## config.mk

```make
export PLATFORM = sky130hd
export DESIGN_NAME = pulse_period_meter
export DESIGN_NICKNAME = d
export VERILOG_FILES = /design/src/rtl/pulse_period_meter.sv
export SDC_FILE = /design/constraint.sdc
export NUM_CORES = 1
export LEC_CHECK = 0
export ABC_CLOCK_PERIOD_IN_PS = 1700
export CAP_MARGIN = 15
export CELL_PAD_IN_SITES_DETAIL_PLACEMENT = 1
export CELL_PAD_IN_SITES_GLOBAL_PLACEMENT = 1
export CORE_MARGIN = 1.5
export CORE_UTILIZATION = 34
export DETAILED_ROUTE_END_ITERATION = 12
export DONT_BUFFER_PORTS = 1
export PLACE_DENSITY_LB_ADDON = 0.1
export SLEW_MARGIN = 20
export SYNTH_ARGS = -nofsm -noshare
export SYNTH_HDL_FRONTEND = slang
export SYNTH_SLANG_ARGS = --single-unit
```

## constraint.sdc

```tcl
create_clock -name Clk -period 1.7 [get_ports Clk]
set_clock_uncertainty 0.05 [all_clocks]
set_input_delay 0.51 -clock Clk [delete_from_list [all_inputs] [get_ports Clk]]
set_output_delay 0.51 -clock Clk [all_outputs]
set_load 0.05 [all_outputs]
```

## src/rtl/pulse_period_meter.sv

```systemverilog
// Pulse period meter: measures the cycle spacing between successive Pulse events and reports
// it as Period, with lock detection (two equal periods in a row) and a sticky loss-of-tick flag.
module pulse_period_meter #(
   parameter int WIDTH = 28
) (
   input  logic             Clk,
   input  logic             Reset_n,
   input  logic             Pulse,
   input  logic             Clear,
   output logic [WIDTH-1:0] Period,
   output logic             Valid,
   output logic             Locked,
   output logic             Timeout,
   output logic             Measuring
);

   localparam logic [WIDTH-1:0] COUNT_MAX = '1;
   localparam logic [WIDTH-1:0] COUNT_ONE = WIDTH'(1);

   typedef enum logic {
      IDLE    = 1'b0,
      MEASURE = 1'b1
   } state_t;

   state_t           state_reg,     state_next;
   logic [WIDTH-1:0] count_reg,     count_next;
   logic [WIDTH-1:0] period_reg,    period_next;
   logic             valid_reg,     valid_next;
   logic             locked_reg,    locked_next;
   logic             timeout_reg,   timeout_next;
   logic             measuring_reg, measuring_next;
   // Set once a period has been measured since the last return to IDLE, so the first
   // measurement after IDLE never reports Locked even if Period still holds a matching value.
   logic             have_prev_reg, have_prev_next;

   always_ff @(posedge Clk or negedge Reset_n) begin
      if (!Reset_n) begin
         state_reg     <= IDLE;
         count_reg     <= '0;
         period_reg    <= '0;
         valid_reg     <= 1'b0;
         locked_reg    <= 1'b0;
         timeout_reg   <= 1'b0;
         measuring_reg <= 1'b0;
         have_prev_reg <= 1'b0;
      end else begin
         state_reg     <= state_next;
         count_reg     <= count_next;
         period_reg    <= period_next;
         valid_reg     <= valid_next;
         locked_reg    <= locked_next;
         timeout_reg   <= timeout_next;
         measuring_reg <= measuring_next;
         have_prev_reg <= have_prev_next;
      end
   end

   always_comb begin
      state_next     = state_reg;
      count_next     = count_reg;
      period_next    = period_reg;
      valid_next     = 1'b0;
      locked_next    = locked_reg;
      timeout_next   = timeout_reg;
      have_prev_next = have_prev_reg;

      if (Clear) begin
         // Clear outranks Pulse: a coincident event is not taken as a reference.
         state_next     = IDLE;
         count_next     = '0;
         period_next    = '0;
         locked_next    = 1'b0;
         timeout_next   = 1'b0;
         have_prev_next = 1'b0;
      end else begin
         unique case (state_reg)
            IDLE: begin
               if (Pulse) begin
                  state_next   = MEASURE;
                  count_next   = COUNT_ONE;
                  timeout_next = 1'b0;
               end
            end
            MEASURE: begin
               if (Pulse) begin
                  // An event in the saturation cycle still measures COUNT_MAX.
                  period_next    = count_reg;
                  valid_next     = 1'b1;
                  locked_next    = have_prev_reg && (count_reg == period_reg);
                  have_prev_next = 1'b1;
                  count_next     = COUNT_ONE;
               end else if (count_reg == COUNT_MAX) begin
                  state_next     = IDLE;
                  count_next     = '0;
                  locked_next    = 1'b0;
                  timeout_next   = 1'b1;
                  have_prev_next = 1'b0;
               end else begin
                  count_next = count_reg + COUNT_ONE;
               end
            end
            default: begin
               state_next = IDLE;
            end
         endcase
      end

      measuring_next = (state_next == MEASURE);
   end

   assign Period    = period_reg;
   assign Valid     = valid_reg;
   assign Locked    = locked_reg;
   assign Timeout   = timeout_reg;
   assign Measuring = measuring_reg;

endmodule
```

==> flow_summary_export.csv <==
group,metric,value,unit
outcome,status,"complete, but fails checks",
outcome,failed_checks,"negative hold slack, negative setup slack",
floorplanning,floorplan.die_area,0.00997,sq mm
placement,portBuffers,0,
timing,final.setup.tns,-3.66,ns
layout,antenna_diode_instance_count,0,
global_route,antenna_found_initial,0,
layout,nNetsFinal,438,
clocking,cts_inserted_buffers,9,
drt,viasPerCell,5.53,
synthesis,post_synth_inst_count,314,
layout,layout_commonest_cell,"sky130_fd_sc_hd__buf_4",
floorplanning,die_width,99.9,um
drt,detailroute.via_count,3033,
synthesis,postSynthNetCount,319,
synthesis,synth_area,0.00319,sq mm
timing,finalWorstSetupSlack,-0.243,ns
clocking,numClockSinks,61,
synthesis,simple_gate_fraction_of_synth_area,18.2,%
worst_setup_path,critical_path.max_fanout,4,
timing,hold-worst-slack,-0.195,ns
synthesis,synth-seq-cells,61,
timing,slew_headroom,64.7,%
global_route,tot_gr_track_use,23.6,%
clocking,cts_tree,"yes",
synthesis,synth-compound-area-share,19.4,%
global_route,first_global_vias,3290,
placement,hpwlAfterDp,7.33,mm
timing,final-setup-viol-count,30,
floorplanning,pin_count,36,
layout,layout_cells_sized_above_1,49.7,%
timing,hold_fails_final_rpt,61,
synthesis,synth_top_family_by_area,"compound AO/OA/AOI/OAI gates",
power_and_ir_drop,leakage,2.25,nW
drt,routed_wl,11.4,mm
timing,layout_worst_path_cycle_share,114,%
worst_setup_path,startpoint_type,"register",
clocking,clock_transition_at_path_regs,0.07,ns
placement,gp_routability_congestion,0.898,
worst_setup_path,critPathCaptureType,"register",
worst_hold_path,min-delay-path-class,"in -> async",
drt,ant_nets,0,
clocking,max-clock-path-buffers,2,
layout,fillerInstances,988,
synthesis,yosys.area_share.adder,0.392,%
power_and_ir_drop,powerDensity,594,mW/mm^2
global_route,grt_pass1_wl,17.8,mm
drt,drc,0,
synthesis,synth_cell_type_count,38,
timing,worst-slew-pin-transition,0.529,ns
clocking,clock_tree.htree_level_count,3,
floorplanning,fp-row-count,35,
drt,first_iter_violations,90,
clocking,clk_latency,0.34,ns
drt,wl_per_cell,20.8,um
worst_setup_path,worst_r2r_path_depth,6,
timing,fmax,515,MHz
synthesis,yosysSeqAreaShare,47.8,%
synthesis,ys.warnings.count,0,
layout,stdcell_count,548,
worst_setup_path,critical_path_class,"reg -> reg",
floorplanning,initial_utilization,34.9,%
timing,period_minus_slack,1.94,ns
synthesis,syn_avg_cell_area,10.2,sq um
global_route,grt.overflow.total,0,
power_and_ir_drop,power.ir.vdd_worst,0.000385,V
layout,layout-area-overhead-vs-synth,53.0,%
worst_setup_path,worst_ep_required_time,1.90,ns
floorplanning,core_region_area,0.00915,sq mm
floorplanning,die_height,99.9,um
drt,drt-pass1-iter-count,4,
flow_run,max_cap_violations,0,
timing,grt_setup_unrepaired,"true",
placement,post-place-cells,501,
worst_setup_path,arrival,2.14,ns
synthesis,area_share_of_xor_xnor_cells_in_the_synthesized_design,8.51,%
timing,timing.final.max_slew_violations,0,
layout,most-common-layout-cells,"sky130_fd_sc_hd__buf_4, sky130_fd_sc_hd__dfrtp_1, sky130_fd_sc_hd__a22o_1",
clocking,clockRootBuffer,"sky130_fd_sc_hd__clkbuf_8",
global_route,grt_start_max_net_pins,62,
synthesis,synthMuxAreaShare,0.314,%
==> synthesized netlist by cell type <==
| cell type | n | share of area [%] |
|---|---|---|
| sky130_fd_sc_hd__dfrtp_1 | 61 | 48 |
| sky130_fd_sc_hd__a22o_1 | 29 | 8.0 |
| sky130_fd_sc_hd__a21oi_1 | 20 | 3.1 |
| sky130_fd_sc_hd__xnor2_1 | 20 | 5.5 |
| sky130_fd_sc_hd__nand2_1 | 19 | 2.2 |
| sky130_fd_sc_hd__a31oi_1 | 17 | 3.3 |
| sky130_fd_sc_hd__nand3_1 | 15 | 2.4 |
| sky130_fd_sc_hd__nor2_1 | 15 | 1.8 |
| sky130_fd_sc_hd__clkbuf_1 | 13 | 1.5 |
| sky130_fd_sc_hd__nand4_1 | 13 | 2.5 |
| sky130_fd_sc_hd__buf_2 | 12 | 1.9 |
| sky130_fd_sc_hd__xor2_1 | 11 | 3.0 |
| sky130_fd_sc_hd__and3_1 | 7 | 1.4 |
| sky130_fd_sc_hd__inv_1 | 7 | 0.82 |
| sky130_fd_sc_hd__nor3_1 | 7 | 1.1 |
| sky130_fd_sc_hd__o21ai_0 | 6 | 0.94 |
| sky130_fd_sc_hd__a41oi_1 | 5 | 1.4 |
| sky130_fd_sc_hd__a221o_1 | 4 | 1.3 |
| sky130_fd_sc_hd__nor4_1 | 4 | 0.78 |
| sky130_fd_sc_hd__nand2b_1 | 3 | 0.59 |
| sky130_fd_sc_hd__nor4_4 | 3 | 2.0 |
| sky130_fd_sc_hd__a21oi_2 | 2 | 0.55 |
| sky130_fd_sc_hd__buf_4 | 2 | 0.47 |
| sky130_fd_sc_hd__buf_6 | 2 | 0.71 |
| sky130_fd_sc_hd__nand3b_1 | 2 | 0.47 |
| sky130_fd_sc_hd__o21ai_1 | 2 | 0.31 |
| sky130_fd_sc_hd__or3_1 | 2 | 0.39 |
| sky130_fd_sc_hd__ha_1 | 1 | 0.39 |
| sky130_fd_sc_hd__mux2i_1 | 1 | 0.31 |
| sky130_fd_sc_hd__nand3_2 | 1 | 0.31 |
| sky130_fd_sc_hd__nand4_2 | 1 | 0.39 |
| sky130_fd_sc_hd__nand4_4 | 1 | 0.67 |
| sky130_fd_sc_hd__nor4_2 | 1 | 0.39 |
| sky130_fd_sc_hd__o211ai_1 | 1 | 0.24 |
| sky130_fd_sc_hd__o32ai_1 | 1 | 0.27 |
| sky130_fd_sc_hd__or2_1 | 1 | 0.20 |
| sky130_fd_sc_hd__or4_1 | 1 | 0.24 |
| sky130_fd_sc_hd__or4_4 | 1 | 0.35 |
==> per-stage QoR <==
stage          power (mW)  cell area, sq um  setup slack [ns]  util (%)
2_1_floorplan        1.60              3260            -0.126         -
3_3_place_gp         1.65              4030            -0.487      44.0
3_5_place_dp         1.66              4030            -0.550      44.0
4_1_cts              2.91              4650            -0.366      50.8
5_1_grt              2.98              4880            -0.265      53.3
6_report             2.90              4880            -0.243      53.3
==> kinds of logic (layout without fill, tap and decap cells) <==
kind of cell / after synthesis / in the layout
mux: 1 / 1
fa+ha+maj: 1 / 1
flops: 61 / 61
compound gates: 87 / 90
simple gates: 97 / 97
buf+inv: 36 / 156
xor+xnor: 31 / 31
==> critical path: stages (launching register included) <==
cell	delay (ns)
sky130_fd_sc_hd__dfrtp_1	0.39
sky130_fd_sc_hd__buf_6	0.14
sky130_fd_sc_hd__xor2_4	0.15
sky130_fd_sc_hd__nor4_4	0.34
sky130_fd_sc_hd__nand4_1	0.19
sky130_fd_sc_hd__or4_4	0.47
sky130_fd_sc_hd__o32ai_2	0.11
==> layout make-up <==
class	instances	area (sq um)	share of cell area, %
Inverter	7	26.3	0.538
Multi-Input combinational cell	220	1910	39.1
Tap cell	111	139	2.84
Sequential cell	61	1540	31.4
Clock buffer	14	173	3.54
Clock inverter	1	5.00	0.103
Timing Repair Buffer	134	1090	22.4
==> routing by layer <==
metal  vias up  part of all wire [%]  wire length, um  GRT usage (%)
met5         -                     0                0              0
met4         0                   2.3              257           9.10
met3        20                   3.3              374           3.83
met2        51                    51             5770           39.6
met1      1551                    44             5010           30.6
li1       1411                     -                -              -
==> what timing repair did <==
action / in CTS / in global routing
gates resized for setup: 58 / 29
hold endpoints to repair: 61 / 61
buffers inserted: 21 / 14
pin swaps: 42 / 20
endpoints found under the setup margin: 29 / 31
gates cloned: 3 / 0
==> worst paths after layout <==
check                                   start            end  slack [ns]
worst max-delay path            count_reg[21]         Locked       -0.24
worst min-delay path                  Reset_n     Period[10]       -0.20
worst max register to register  count_reg[21]         Locked       -0.24
worst min register to register  have_prev_reg  have_prev_reg        0.52
max in group asynchronous             Reset_n     Period[15]        1.67
min in group Clk                        Clear   count_reg[0]        0.16
==> where the power goes <==
| group | internal [mW] | switching [mW] | total [mW] |
|---|---|---|---|
| sequential | 1.46 | 0.0157 | 1.48 |
| combinational | 0.0773 | 0.121 | 0.198 |
| clock | 0.641 | 0.586 | 1.23 |
Power figures use the tool's default switching activity.
